## src/rtl/bb_pkg.sv

```systemverilog
// Shared definitions for the memory port arbiter: requester IDs, FSM encoding,
// default access timeout and the ordered-search helper used by the winner select.
package bb_pkg;

  localparam logic [1:0] REQ_F    = 2'd0;
  localparam logic [1:0] REQ_D    = 2'd1;
  localparam logic [1:0] REQ_IO   = 2'd2;
  localparam logic [1:0] REQ_NONE = 2'd3;

  typedef enum logic [1:0] {
    ST_IDLE   = 2'd0,
    ST_ACCESS = 2'd1,
    ST_RESP   = 2'd2
  } arb_state_t;

  localparam int TIMEOUT_DEFAULT = 15;

  // Returns the first requester of the search order p0, p1, p2 that is asserting req.
  function automatic logic [1:0] first_of(input logic [2:0] req,
                                          input logic [1:0] p0,
                                          input logic [1:0] p1,
                                          input logic [1:0] p2);
    logic [3:0] r;
    r = {1'b0, req};
    if (r[p0]) return p0;
    if (r[p1]) return p1;
    if (r[p2]) return p2;
    return REQ_NONE;
  endfunction

endpackage

```

## src/rtl/arb_pick_3.sv

```systemverilog
// Combinational winner select among fetch/data/I/O requests.
// BB_ARB_RR_EN selects round-robin from a last-served pointer; otherwise fixed priority data > fetch > I/O.
module arb_pick_3
  import bb_pkg::*;
(
  input  logic [2:0] req,
`ifdef BB_ARB_RR_EN
  input  logic [1:0] last,
`endif
  output logic [1:0] grant,
  output logic       valid
);

  assign valid = |req;

`ifdef BB_ARB_RR_EN
  // Search starts one past the requester served last: fetch -> data -> I/O -> fetch.
  always_comb begin
    grant = REQ_NONE;
    case (last)
      REQ_F:   grant = first_of(req, REQ_D,  REQ_IO, REQ_F);
      REQ_D:   grant = first_of(req, REQ_IO, REQ_F,  REQ_D);
      default: grant = first_of(req, REQ_F,  REQ_D,  REQ_IO);
    endcase
  end
`else
  always_comb begin
    grant = first_of(req, REQ_D, REQ_F, REQ_IO);
  end
`endif

endmodule

```

## src/rtl/mem_arbiter_8bit.sv

```systemverilog
// Serialises fetch, data and I/O accesses onto one 8-bit memory port with a req/ack handshake and wait timeout.
// Optional macro BB_ARB_RR_EN: round-robin arbitration instead of fixed data > fetch > I/O priority.
//   state  | meaning
//   IDLE   | no access; arbitrate pending requests
//   ACCESS | memory strobe driven, waiting for mem_ready or timeout
//   RESP   | ack (and err) pulse issued to the owner on leaving this state
module mem_arbiter_8bit
  import bb_pkg::*;
#(
  parameter int TIMEOUT = TIMEOUT_DEFAULT
) (
  input  logic       clk,
  input  logic       rst,
  input  logic       req_f,
  input  logic       req_d,
  input  logic       req_io,
  input  logic [7:0] addr_f,
  input  logic [7:0] addr_d,
  input  logic [7:0] addr_io,
  input  logic       we_d,
  input  logic       we_io,
  input  logic [7:0] wdata_d,
  input  logic [7:0] wdata_io,
  output logic       ack_f,
  output logic       ack_d,
  output logic       ack_io,
  output logic       err,
  output logic [7:0] rdata,
  output logic       mem_en,
  output logic       mem_we,
  output logic [7:0] mem_addr,
  output logic [7:0] mem_wdata,
  input  logic [7:0] mem_rdata,
  input  logic       mem_ready,
  output logic       busy,
  output logic [1:0] owner
);

  localparam logic [8:0] TIMEOUT_LIM = 9'(TIMEOUT);

  arb_state_t state, state_nx;
  logic [7:0] wait_cnt;
  logic       err_flag;
  logic [2:0] req_vec;
  logic [1:0] pick;
  logic       pick_valid;
  logic       timeout_hit;
  logic       access_done;

  assign req_vec     = {req_io, req_d, req_f};
  assign timeout_hit = ({1'b0, wait_cnt} + 9'd1) >= TIMEOUT_LIM;
  assign access_done = (state == ST_ACCESS) && (mem_ready || timeout_hit);

`ifdef BB_ARB_RR_EN
  logic [1:0] last_served;

  arb_pick_3 u_pick (
    .req   (req_vec),
    .last  (last_served),
    .grant (pick),
    .valid (pick_valid)
  );

  always_ff @(posedge clk or posedge rst) begin
    if (rst) begin
      last_served <= REQ_IO;
    end else if (access_done) begin
      last_served <= owner;
    end
  end
`else
  arb_pick_3 u_pick (
    .req   (req_vec),
    .grant (pick),
    .valid (pick_valid)
  );
`endif

  always_ff @(posedge clk or posedge rst) begin
    if (rst) begin
      state <= ST_IDLE;
    end else begin
      state <= state_nx;
    end
  end

  always_comb begin
    state_nx = state;
    case (state)
      ST_IDLE:   if (pick_valid) state_nx = ST_ACCESS;
      ST_ACCESS: if (mem_ready || timeout_hit) state_nx = ST_RESP;
      ST_RESP:   state_nx = ST_IDLE;
      default:   state_nx = ST_IDLE;
    endcase
  end

  always_ff @(posedge clk or posedge rst) begin
    if (rst) begin
      ack_f     <= 1'b0;
      ack_d     <= 1'b0;
      ack_io    <= 1'b0;
      err       <= 1'b0;
      err_flag  <= 1'b0;
      rdata     <= 8'h00;
      mem_en    <= 1'b0;
      mem_we    <= 1'b0;
      mem_addr  <= 8'h00;
      mem_wdata <= 8'h00;
      busy      <= 1'b0;
      owner     <= REQ_NONE;
      wait_cnt  <= 8'h00;
    end else begin
      ack_f  <= 1'b0;
      ack_d  <= 1'b0;
      ack_io <= 1'b0;
      err    <= 1'b0;
      busy   <= (state_nx != ST_IDLE);
      case (state)
        ST_IDLE: begin
          if (pick_valid) begin
            owner    <= pick;
            mem_en   <= 1'b1;
            wait_cnt <= 8'h00;
            err_flag <= 1'b0;
            case (pick)
              REQ_F: begin
                mem_addr  <= addr_f;
                mem_we    <= 1'b0;
                mem_wdata <= 8'h00;
              end
              REQ_D: begin
                mem_addr  <= addr_d;
                mem_we    <= we_d;
                mem_wdata <= wdata_d;
              end
              default: begin
                mem_addr  <= addr_io;
                mem_we    <= we_io;
                mem_wdata <= wdata_io;
              end
            endcase
          end
        end
        ST_ACCESS: begin
          // A ready on the final allowed cycle still completes normally.
          if (mem_ready) begin
            rdata    <= mem_rdata;
            err_flag <= 1'b0;
            mem_en   <= 1'b0;
            mem_we   <= 1'b0;
          end else if (timeout_hit) begin
            rdata    <= 8'h00;
            err_flag <= 1'b1;
            mem_en   <= 1'b0;
            mem_we   <= 1'b0;
          end else if (wait_cnt != 8'hFF) begin
            wait_cnt <= wait_cnt + 8'd1;
          end
        end
        ST_RESP: begin
          err      <= err_flag;
          err_flag <= 1'b0;
          owner    <= REQ_NONE;
          case (owner)
            REQ_F:   ack_f  <= 1'b1;
            REQ_D:   ack_d  <= 1'b1;
            REQ_IO:  ack_io <= 1'b1;
            default: ;
          endcase
        end
        default: ;
      endcase
    end
  end

endmodule

```

## config.mk

```make
export PLATFORM = sky130hd
export DESIGN_NAME = mem_arbiter_8bit
export DESIGN_NICKNAME = d
export VERILOG_FILES = /design/src/rtl/bb_pkg.sv /design/src/rtl/arb_pick_3.sv /design/src/rtl/mem_arbiter_8bit.sv
export SDC_FILE = /design/constraint.sdc
export NUM_CORES = 1
export LEC_CHECK = 0
export CAP_MARGIN = 20
export CORE_ASPECT_RATIO = 1.25
export CORE_MARGIN = 1.5
export CORE_UTILIZATION = 25
export CTS_BUF_LIST = sky130_fd_sc_hd__clkbuf_16
export CTS_CLUSTER_DIAMETER = 60
export DETAILED_ROUTE_END_ITERATION = 8
export PLACE_DENSITY = 0.55
export SLEW_MARGIN = 15
export SYNTH_ARGS = -nofsm -noshare
export SYNTH_HDL_FRONTEND = slang
export SYNTH_HIERARCHICAL = 1
export SYNTH_SLANG_ARGS = --single-unit
```

## constraint.sdc

```tcl
create_clock -name clk -period 1.77 [get_ports clk]
set_input_delay 0.2655 -clock clk [delete_from_list [all_inputs] [get_ports clk]]
set_output_delay 0.2655 -clock clk [all_outputs]
set_load 0.02 [all_outputs]
```

Word-level counts from Yosys, hierarchy flattened --
Index checks and enable logic that the tools add are counted.
Word-level totals: flip-flop bits (word level) 44, input port bits 56, output and inout bits 33, word-level logic and storage cells 88
Cells by class: add/subtract/negate cells 2, order comparisons 1, equality and inequality tests 11, mux-type cells 44, reductions and logical operators 16
Operators by type and width (count):
- 8-bit 2-to-1 mux | 6
- 8-bit one-hot mux with 2 select lines | 3
- 1-bit 2-to-1 mux | 20
- 2-bit 2-to-1 mux | 9
- 8-bit by 1-bit adder with 9-bit output (second input constant) | 1
- 9-bit by 4-bit greater-or-equal comparator with 1-bit output (second input constant) | 1
- 8-bit by 1-bit adder with 8-bit output (second input constant) | 1
- 8-bit != test (second input constant) | 1
- 2-bit one-hot mux with 2 select lines | 2
- 2-bit nonzero test | 4
- 2-bit by 1-bit == test with 1-bit output (second input constant) | 3
- 2-bit logical NOT | 3
- 2-bit != test (second input constant) | 3
- 1-bit one-hot mux with 2 select lines | 3
- 2-bit AND reduction | 3
- 3-bit AND reduction | 2
- 5-bit AND reduction | 1
- 2-bit == test (second input constant) | 2
- 3-bit != test (second input constant) | 1
- 1-bit one-hot mux with 3 select lines | 1
- 3-bit nonzero test | 1
- 3-bit OR reduction | 1
- 2-bit by 1-bit != test with 1-bit output (second input constant) | 1
- 1-bit logical OR | 1

Depth between registers and ports, before layout --
Gate-level depths: netlist of the first run.
depth after elaboration 11, mapped depth 8, depth with buffers taken out 7

By module --
The synthesis of the first run kept the hierarchy.
By module, submodules not included:
- mem_arbiter_8bit | times used 1, cells each 216, area each 2125.8 µm², seq. area each 1103.6 µm²
- arb_pick_3 | times used 1, cells each 3, area each 17.5 µm², seq. area each 0.0 µm²

Worst setup path after synthesis of the first run --
Ideal clock, no wire load.
path type flip-flop to flip-flop, start point reg wait_cnt[0], end point reg rdata[0], library setup time 0.066 ns, arrival 1.781 ns, required time 1.704 ns, path slack -0.076 ns, cell stages (with the launch flop) 8, buffers on the path 1, clock period less this slack 1.846 ns, cell sequence dfrtp_1 ha_1 xor2_1 a211o_2 and3_4 o31ai_4 buf_6 a22o_1
On the way: word-level cells in the longest chain between the ends 4
Ends and longest elaborated chain:
- start, declared | line mem_arbiter_8bit.sv:42 | logic [7:0] wait_cnt;
- start signal, assigned | line mem_arbiter_8bit.sv:157 | wait_cnt <= wait_cnt + 8'd1;
- 8-bit by 1-bit adder with 9-bit output | line mem_arbiter_8bit.sv:51 | assign timeout_hit = ({1'b0, wait_cnt} + 9'd1) >= TIMEOUT_LIM;
- 9-bit by 4-bit greater-or-equal comparator with 1-bit output | line mem_arbiter_8bit.sv:51
- 2-bit nonzero test (no source line)
- 2-bit AND reduction (no source line)
- end signal, assigned | line mem_arbiter_8bit.sv:147 | rdata <= mem_rdata;
- end, declared | line mem_arbiter_8bit.sv:28 | output logic [7:0] rdata,
Every way passes these cells. A chain may end at the register's enable or synchronous reset.

Worst setup path in the final report of the first run --
start point reg wait_cnt[0], end point reg mem_we
On the way: word-level cells in the longest chain between the ends 4
Ends and longest elaborated chain:
- 8-bit by 1-bit adder with 9-bit output | line mem_arbiter_8bit.sv:51
- 9-bit by 4-bit greater-or-equal comparator with 1-bit output | line mem_arbiter_8bit.sv:51
- 3-bit != test (no source line)
- 3-bit AND reduction (no source line)
- end signal, assigned | line mem_arbiter_8bit.sv:133 | mem_we <= we_d;
- end signal, assigned | line mem_arbiter_8bit.sv:138 | mem_we <= we_io;
- end, declared | line mem_arbiter_8bit.sv:30 | output logic mem_we,
Every way passes these cells.

==> metrics.txt, run 1 <==
# TYPE chip_impl_metric gauge
chip_impl_metric{name="final_max_slew_viol_count",unit=""} 0
chip_impl_metric{name="final_hold_viol_count",unit=""} 0
chip_impl_info{name="failed_checks",value="negative setup slack"} 1
chip_impl_metric{name="min_period_over_period",unit="%"} 109
chip_impl_metric{name="setup_clock_skew_after_layout",unit="ns"} 0.00342
chip_impl_metric{name="synthArstFlopShare",unit="%"} 100
chip_impl_metric{name="fillers",unit=""} 810
chip_impl_metric{name="n_antenna_cell",unit=""} 0
chip_impl_metric{name="firstDrtPassIters",unit=""} 4
chip_impl_metric{name="layout.area.seq",unit="mm^2"} 0.00110
chip_impl_metric{name="min_clock_period_post_route",unit="ns"} 1.93
chip_impl_metric{name="multi_input_area",unit="um^2"} 992
chip_impl_info{name="synth_flop_cell",value="dfrtp_1"} 1
chip_impl_metric{name="first_global_vias",unit=""} 1995
chip_impl_metric{name="htree_num_levels",unit=""} 2
chip_impl_metric{name="ios",unit=""} 89
chip_impl_metric{name="crit_cells",unit=""} 8
chip_impl_metric{name="setup_viol",unit=""} 19
chip_impl_metric{name="relSlewSlack",unit="%"} 58.7
chip_impl_metric{name="cp_max_fo",unit=""} 11
chip_impl_metric{name="cts_inserted_buffers",unit=""} 5
chip_impl_metric{name="fin_total_pwr",unit="mW"} 4.80
chip_impl_metric{name="power.density_cell_area",unit="mW/mm^2"} 1350
chip_impl_metric{name="number_of_flops_mapped_to_enable_cells_by_yosys",unit=""} 0
chip_impl_metric{name="numPlacedInstances",unit=""} 419
chip_impl_metric{name="clock_sink_count",unit=""} 44
chip_impl_info{name="worst_hold_path_type",value="in -> async"} 1
chip_impl_metric{name="synthDistinctLibCells",unit=""} 48
chip_impl_metric{name="design.final.nets",unit=""} 389
chip_impl_info{name="outcome",value="finished with violations"} 1
chip_impl_info{name="crit-reg2reg-launch",value="wait_cnt[0]"} 1
chip_impl_metric{name="drt_wl_total",unit="mm"} 5.94
chip_impl_info{name="critical_path.top_delay_family",value="compound AO/OA/AOI/OAI gates"} 1
chip_impl_metric{name="cts_buffer_depth",unit=""} 2
chip_impl_info{name="rsz_0062_raised_after_global_routing",value="yes"} 1
chip_impl_metric{name="ff_to_ff_path_depth",unit=""} 8
chip_impl_metric{name="postSynthCellCount",unit=""} 219
chip_impl_metric{name="count_of_input_and_output_buffers",unit=""} 88
chip_impl_metric{name="postSynthAreaPerCell",unit="um^2"} 9.79
chip_impl_info{name="end_kind",value="register"} 1
chip_impl_info{name="ctsRootBufferMaster",value="clkbuf_16"} 1
chip_impl_metric{name="cp.buffers_inverters",unit=""} 2
chip_impl_info{name="capture_point_of_the_critical_path",value="mem_we"} 1
chip_impl_metric{name="grt_antenna_before_repair",unit=""} 0
chip_impl_metric{name="ir_worst_vdd",unit="mV"} 0.842
chip_impl_info{name="timing.critical_path.slowest_stage_cell",value="dfrtp_2"} 1
chip_impl_metric{name="sequential_area_share_after_synthesis",unit="%"} 51.5
chip_impl_metric{name="detail_routed_via_count_per_cell",unit=""} 4.59
chip_impl_metric{name="globalRouteOverflowTotal",unit=""} 0
chip_impl_info{name="critPathLaunch",value="wait_cnt[0]"} 1
chip_impl_metric{name="gpl.final_weighted_congestion",unit=""} 0.738
chip_impl_info{name="cp-start-kind",value="register"} 1
chip_impl_metric{name="worstSkewPairLatency",unit="ns"} 0.28
chip_impl_metric{name="cpPeakStageDelay",unit="ns"} 0.41
chip_impl_metric{name="number_of_nets_in_the_synthesized_netlist",unit=""} 277
chip_impl_metric{name="starting_utilization_of_the_core_area",unit="%"} 25.9
chip_impl_metric{name="final.setup.worst_slack",unit="ns"} -0.158
chip_impl_metric{name="worst-r2r-setup-slack",unit="ns"} -0.16
chip_impl_metric{name="drcViolationCount",unit=""} 0
chip_impl_info{name="worstSetupPathType",value="reg -> reg"} 1
chip_impl_metric{name="chipWidth",unit="um"} 85.8
chip_impl_metric{name="design.die.area",unit="mm^2"} 0.00914
chip_impl_metric{name="post_layout_nonfiller_instances",unit=""} 429
chip_impl_info{name="timing.critical_path.cells",value="inv_1 > ha_1 > o21bai_1 > a211o_2 > and3_4 > o31ai_4 > buf_12 > a31o_1"} 1
chip_impl_metric{name="leakagePower",unit="nW"} 1.60
chip_impl_metric{name="dp_hpwl",unit="mm"} 4.42
chip_impl_metric{name="dpl_cell_area",unit="mm^2"} 0.00335
chip_impl_metric{name="yosysWarningCount",unit=""} 6
chip_impl_metric{name="rows",unit=""} 37
chip_impl_metric{name="globalRouteMet3Util",unit="%"} 2.56
chip_impl_info{name="grt.busiest_layer",value="met2"} 1
chip_impl_metric{name="maxCapViolCount",unit=""} 0
chip_impl_metric{name="drt-initial-drc-count",unit=""} 67
chip_impl_metric{name="design.core.area",unit="mm^2"} 0.00829
chip_impl_metric{name="grt_start_max_net_pins",unit=""} 45
chip_impl_metric{name="global_route.usage.met1",unit="%"} 16.3
chip_impl_metric{name="post-route-cell-area",unit="mm^2"} 0.00355
chip_impl_metric{name="achievable_clock_frequency",unit="MHz"} 519
chip_impl_metric{name="route.detailed.wl_per_inst",unit="um"} 13.8
chip_impl_metric{name="ys_seq_elements",unit=""} 44
chip_impl_metric{name="critPathRequiredTime",unit="ns"} 1.99
chip_impl_metric{name="post_route_cells_drive_above_1_share",unit="%"} 18.1
chip_impl_metric{name="area_growth",unit="%"} 65.7
chip_impl_info{name="critical_path.reg2reg.endpoint",value="mem_we"} 1
chip_impl_info{name="cts_tree",value="built"} 1
chip_impl_metric{name="gr-usage-all-layers",unit="%"} 13.3
chip_impl_metric{name="worst-slew-pin-transition",unit="ns"} 0.617
chip_impl_metric{name="netlist_area",unit="mm^2"} 0.00214
chip_impl_metric{name="clk_pin_slew_worst_paths",unit="ns"} 0.06
chip_impl_metric{name="detailroute.via_count",unit=""} 1969
chip_impl_metric{name="first_pass_grt_wire_length",unit="mm"} 9.60
chip_impl_metric{name="global_route.usage.met2",unit="%"} 23.4
chip_impl_metric{name="final_antenna_net_count",unit=""} 0
chip_impl_metric{name="timing.critical_path.arrival",unit="ns"} 2.15
chip_impl_metric{name="fp.dieH",unit="um"} 107
layout make-up:
| cell class | count | share of cell area [%] |
|---|---|---|
| inverters | 8 | 0.845 |
| clock inverters | 3 | 0.352 |
| multi-input cells | 154 | 27.9 |
| repair buffers | 118 | 32.8 |
| flip-flops and latches | 44 | 31.1 |
| well taps | 97 | 3.42 |
| clock buffers | 5 | 3.52 |
where the power goes:
| part | switching (mW) | internal, mW |
|---|---|---|
| Sequential | 0.226 | 1.37 |
| Combinational | 1.11 | 1.22 |
| Clock | 0.360 | 0.510 |
layer usage:
layer	routed length, um	vias up
li1	-	989
met1	2520	920
met2	3020	54
met3	302	6
met4	89	0
met5	0	-
stage by stage:
step	utilization (%)	setup slack, ns	hold slack [ns]	TNS [ns]
2_1_floorplan	-	-0.0162	0.405	-0.141
3_3_place_gp	40.4	-0.0960	0.464	-2.10
3_5_place_dp	40.4	-0.134	0.472	-3.08
4_1_cts	42.4	-0.175	0.353	-2.41
5_1_grt	42.9	-0.250	0.359	-3.96
6_report	42.9	-0.158	0.343	-2.09
state kept, by name, summed over array words and instances, names as in the netlist, 2 cells and up:
signal / flops
mem_addr: 8
mem_wdata: 8
owner: 2
rdata: 8
state: 2
wait_cnt: 8
worst reg2reg max path, cell delays in order (launching register included):
cell and delay (ns):
dfrtp_2 0.41, inv_1 0.06, ha_1 0.21, o21bai_1 0.16, a211o_2 0.30, and3_4 0.16
o31ai_4 0.26, buf_12 0.17, a31o_1 0.14
worst min path at each step:
stage	start	end
finish	rst	rdata[4]
global route	rst	rdata[3]
CTS	rst	rdata[3]
detailed placement	mem_wdata[0]	mem_wdata[0]
global placement	mem_addr[1]	mem_addr[1]
floorplan	mem_rdata[0]	rdata[0]
placed cells by master, fill, tap and decap left out, types with 3 or more instances in the layout:
cell type        instances
inv_1                    8
buf_12                   4
o21ai_0                 18
a21oi_1                 16
nor2_1                  24
clkdlybuf4s50_1         87
o22a_1                   3
a22o_1                   8
buf_4                   24
mux2i_1                  8
dfrtp_1                 41
nand2_1                 23
nand3_1                  4
a22oi_1                  3
and2_4                   4
clkbuf_16                5
nand2b_1                 3
Yosys cell counts (2+ instances only):
| master | number | share of area [%] |
|---|---|---|
| ha_1 | 2 | 1.2 |
| nor2_1 | 25 | 4.4 |
| inv_1 | 7 | 1.2 |
| nand2_1 | 23 | 4.0 |
| nand2b_1 | 3 | 0.88 |
| clkbuf_1 | 10 | 1.8 |
| nor3_1 | 2 | 0.47 |
| nand3_1 | 4 | 0.93 |
| o22a_1 | 3 | 1.2 |
| buf_6 | 2 | 1.1 |
| a21oi_1 | 16 | 3.7 |
| xnor2_1 | 2 | 0.82 |
| dfstp_2 | 2 | 2.5 |
| o21bai_1 | 2 | 0.70 |
| a22o_1 | 8 | 3.3 |
| a22oi_1 | 3 | 1.1 |
| mux2i_1 | 8 | 3.7 |
| a311oi_1 | 2 | 0.82 |
| and2_1 | 5 | 1.5 |
| o211ai_1 | 2 | 0.70 |
| o21ai_0 | 19 | 4.4 |
| and3_1 | 2 | 0.58 |
| dfrtp_1 | 42 | 49 |
kinds of logic after synthesis:
kind of cell | after synthesis | share of synthesized area (%)
AND/OR/NAND/NOR | 75 | 16.8
AO/OA/AOI/OAI | 65 | 20.7
flip-flops | 44 | 51.5
buffers and inverters | 21 | 4.44
multiplexers | 9 | 4.26
XOR/XNOR | 3 | 1.23
adder cells (fa/ha/maj) | 2 | 1.17
what timing repair did:
| item | in CTS | in global routing |
|---|---|---|
| pin swaps | 2 | 5 |
| setup endpoints to repair | 19 | 22 |
| resized for setup | 5 | 9 |
| hold buffers | 0 | 0 |
| setup buffers | 1 | 1 |
Power figures use the tool's default switching activity.
==> run 2: changes to the inputs <==
--- a/config.mk
+++ b/config.mk
@@ -10,7 +10,7 @@
 export CORE_MARGIN = 1.5
 export CORE_UTILIZATION = 25
 export CTS_BUF_LIST = sky130_fd_sc_hd__clkbuf_16
-export CTS_CLUSTER_DIAMETER = 60
+export CTS_CLUSTER_DIAMETER = 120
 export DETAILED_ROUTE_END_ITERATION = 8
 export PLACE_DENSITY = 0.55
 export SLEW_MARGIN = 15
==> results of run 2 <==
Same layout as run 1: the final DEF is identical, and so are final timing and power.
==> run 3: changes to the inputs <==
--- a/config.mk
+++ b/config.mk
@@ -9,7 +9,7 @@
 export CORE_ASPECT_RATIO = 1.25
 export CORE_MARGIN = 1.5
 export CORE_UTILIZATION = 25
-export CTS_BUF_LIST = sky130_fd_sc_hd__clkbuf_16
+export CTS_BUF_LIST = sky130_fd_sc_hd__clkbuf_4 sky130_fd_sc_hd__clkbuf_8 sky130_fd_sc_hd__clkbuf_16
 export CTS_CLUSTER_DIAMETER = 120
 export DETAILED_ROUTE_END_ITERATION = 8
 export PLACE_DENSITY = 0.55
==> run 3 against run 2 <==
Net effect:
- the flow still finishes with violations (negative setup slack)
- wire length is 0.81% lower
- worst hold slack worse by 0.021 ns
- sequential share of layout area is 0.40 points higher
- critical path depth is 1 lower
- die area stayed put
- power is 4.7% lower
- first-iteration DRC count is 13% higher
- clock skew is 0.0011 ns higher
- largest cell class unchanged
==> metrics.txt, run 3 (synthesis results as in run 1) <==
# TYPE chip_impl_metric gauge
chip_impl_metric{name="first_pass_grt_wire_length",unit="mm"} 9.55
chip_impl_metric{name="cts_hold_buffers",unit=""} 0
chip_impl_metric{name="ir_worst_vdd",unit="mV"} 0.807
chip_impl_metric{name="cpPeakStageDelay",unit="ns"} 0.44
chip_impl_metric{name="starting_utilization_of_the_core_area",unit="%"} 25.9
chip_impl_metric{name="detailroute.via_count",unit=""} 1969
chip_impl_metric{name="count_of_input_and_output_buffers",unit=""} 88
chip_impl_info{name="crit-reg2reg-launch",value="wait_cnt[1]"} 1
chip_impl_metric{name="sequentialPowerShare",unit="%"} 34.9
chip_impl_metric{name="fp.dieH",unit="um"} 107
chip_impl_metric{name="power.internal",unit="mW"} 2.90
chip_impl_metric{name="leakagePower",unit="nW"} 1.58
chip_impl_info{name="rsz_0062_raised_after_global_routing",value="yes"} 1
chip_impl_metric{name="dp_hpwl",unit="mm"} 4.42
chip_impl_metric{name="met3RoutedLength",unit="um"} 333
chip_impl_info{name="outcome",value="finished with violations"} 1
chip_impl_metric{name="post_route_cells_drive_above_1_share",unit="%"} 19.6
chip_impl_info{name="timing.critical_path.slowest_stage_cell",value="dfrtp_1"} 1
chip_impl_metric{name="timing.critical_path.arrival",unit="ns"} 2.16
chip_impl_metric{name="post-place-ws",unit="ns"} -0.134
chip_impl_metric{name="n_antenna_cell",unit=""} 0
chip_impl_metric{name="comb_power_share",unit="%"} 51.0
chip_impl_info{name="commonest_non_fill_non_tap_cells_in_the_layout",value="clkdlybuf4s50_1, dfrtp_1, nor2_1"} 1
chip_impl_metric{name="drt_wl_total",unit="mm"} 5.89
chip_impl_metric{name="fillers",unit=""} 806
chip_impl_metric{name="dpl_cell_area",unit="mm^2"} 0.00335
chip_impl_metric{name="design.final.nets",unit=""} 389
chip_impl_metric{name="post-route-cell-area",unit="mm^2"} 0.00351
chip_impl_metric{name="power.density_cell_area",unit="mW/mm^2"} 1310
chip_impl_metric{name="drt-initial-drc-count",unit=""} 76
chip_impl_metric{name="setup_viol",unit=""} 19
chip_impl_metric{name="cts_buffer_depth",unit=""} 2
chip_impl_metric{name="final.setup.worst_slack",unit="ns"} -0.158
chip_impl_metric{name="met2_wirelength",unit="mm"} 2.93
chip_impl_metric{name="ff_to_ff_path_depth",unit=""} 7
chip_impl_metric{name="final_hold_viol_count",unit=""} 0
chip_impl_metric{name="maxCapViolCount",unit=""} 0
chip_impl_metric{name="relSlewSlack",unit="%"} 58.7
chip_impl_metric{name="cts_inserted_buffers",unit=""} 5
chip_impl_metric{name="clk_pin_slew_worst_paths",unit="ns"} 0.08
chip_impl_info{name="worst_hold_path_type",value="in -> async"} 1
chip_impl_metric{name="cp_max_fo",unit=""} 11
chip_impl_metric{name="grt_antenna_before_repair",unit=""} 0
chip_impl_metric{name="achievable_clock_frequency",unit="MHz"} 519
chip_impl_metric{name="min_period_over_period",unit="%"} 109
chip_impl_metric{name="switchingPower",unit="mW"} 1.68
chip_impl_metric{name="detail_routed_via_count_per_cell",unit=""} 4.59
chip_impl_metric{name="ios",unit=""} 89
chip_impl_info{name="cts_tree",value="built"} 1
chip_impl_metric{name="clock_power_share",unit="%"} 14.1
chip_impl_info{name="dr.max_layer_used",value="met4"} 1
chip_impl_metric{name="drcViolationCount",unit=""} 0
chip_impl_metric{name="setup_clock_skew_after_layout",unit="ns"} 0.00452
chip_impl_metric{name="cp.buffers_inverters",unit=""} 1
chip_impl_metric{name="crit_cells",unit=""} 7
chip_impl_metric{name="area_growth",unit="%"} 63.6
chip_impl_metric{name="worstSkewPairLatency",unit="ns"} 0.29
chip_impl_metric{name="design.core.area",unit="mm^2"} 0.00829
chip_impl_metric{name="p_sw_share",unit="%"} 36.6
chip_impl_metric{name="finalCoreUtilization",unit="%"} 42.3
chip_impl_metric{name="gr-usage-all-layers",unit="%"} 13.2
chip_impl_metric{name="worst-slew-pin-transition",unit="ns"} 0.617
chip_impl_metric{name="first_global_vias",unit=""} 1993
chip_impl_info{name="layout_commonest_cell",value="clkdlybuf4s50_1"} 1
chip_impl_metric{name="design.die.area",unit="mm^2"} 0.00914
chip_impl_info{name="timing.critical_path.cells",value="ha_2 > o21bai_1 > a211o_2 > and3_4 > o31ai_4 > buf_12 > a31o_1"} 1
chip_impl_metric{name="clock_sink_count",unit=""} 44
chip_impl_info{name="capture_point_of_the_critical_path",value="mem_we"} 1
chip_impl_info{name="critPathLaunch",value="wait_cnt[1]"} 1
chip_impl_metric{name="drt-met1-wl",unit="mm"} 2.51
chip_impl_metric{name="layout.area.seq",unit="mm^2"} 0.00110
chip_impl_info{name="critical_path.reg2reg.endpoint",value="mem_we"} 1
chip_impl_info{name="worstSetupPathType",value="reg -> reg"} 1
chip_impl_metric{name="grt_start_max_net_pins",unit=""} 45
chip_impl_info{name="critical_path.top_delay_family",value="compound AO/OA/AOI/OAI gates"} 1
chip_impl_metric{name="final_antenna_net_count",unit=""} 0
chip_impl_metric{name="rows",unit=""} 37
chip_impl_info{name="end_kind",value="register"} 1
chip_impl_metric{name="critPathRequiredTime",unit="ns"} 2.00
chip_impl_metric{name="chipWidth",unit="um"} 85.8
chip_impl_metric{name="gpl.final_weighted_congestion",unit=""} 0.738
chip_impl_metric{name="globalRouteOverflowTotal",unit=""} 0
chip_impl_metric{name="route.detailed.wl_per_inst",unit="um"} 13.7
chip_impl_metric{name="numPlacedInstances",unit=""} 419
chip_impl_metric{name="final_max_slew_viol_count",unit=""} 0
chip_impl_metric{name="multi_input_area",unit="um^2"} 993
chip_impl_info{name="ctsRootBufferMaster",value="clkbuf_8"} 1
chip_impl_metric{name="firstDrtPassIters",unit=""} 4
chip_impl_metric{name="fin_tns_setup",unit="ns"} -2.09
chip_impl_metric{name="post_layout_nonfiller_instances",unit=""} 429
chip_impl_info{name="failed_checks",value="negative setup slack"} 1
chip_impl_metric{name="htree_num_levels",unit=""} 2
chip_impl_info{name="cp-start-kind",value="register"} 1
chip_impl_metric{name="worst-r2r-setup-slack",unit="ns"} -0.16
chip_impl_metric{name="min_clock_period_post_route",unit="ns"} 1.93
## run 3: cell count changes in the layout (fill, tap and decap cells not counted), moves of 2 or more
cell,previous run,this run
clkbuf_16,5,0
clkbuf_8,0,5
inv_1,8,5
and2_1,2,0
and2_4,4,6
clkbuf_4,0,2
## run 3: power by group through the flow
stage	clock network, mW	logic (mW)	registers [mW]
after floorplan	0	0.727	1.97
after global placement	0	2.28	1.61
after detailed placement	0	2.30	1.61
after CTS	0.677	2.31	1.59
after global routing	0.723	2.53	1.66
final	0.648	2.33	1.60
## run 3: stage by stage
step / total power [mW] / hold slack, ns
after floorplan: 2.69 / 0.405
after detailed placement: 3.91 / 0.472
after CTS: 4.58 / 0.336
after global placement: 3.88 / 0.464
after global routing: 4.91 / 0.335
final: 4.58 / 0.322
## run 3: worst min path at each step
stage / cells after the start / to / start / slack (ns)
CTS: 3 / mem_addr[7] / rst / 0.34
global route: 3 / rdata[1] / rst / 0.33
global placement: 2 / mem_addr[1] / mem_addr[1] / 0.46
detailed placement: 2 / mem_wdata[0] / mem_wdata[0] / 0.47
floorplan: 1 / rdata[0] / mem_rdata[0] / 0.41
finish: 3 / rdata[1] / rst / 0.32
## run 3: worst min-delay path: stages
cell	delay, ns
clkdlybuf4s50_1	0.41
inv_2	0.08
buf_12	0.24
## run 3: cell type report
cell class,instances,share of cell area [%]
clock buffers,7,2.39
clock inverters,1,0.143
inverters,8,0.856
multi-input cells,154,28.3
flip-flops and latches,44,31.5
well taps,97,3.46
repair buffers,118,33.3
## run 3: per-layer routing
metal	vias up	GRT usage, %
met5	-	0
met4	0	3.92
met3	10	2.56
met2	60	22.8
met1	909	16.4
li1	990	-
## run 3: repair_timing
action / in CTS / in global routing
buffers inserted: 1 / 1
setup endpoints to repair: 20 / 22
gates resized for setup: 3 / 16
pin swaps: 0 / 7
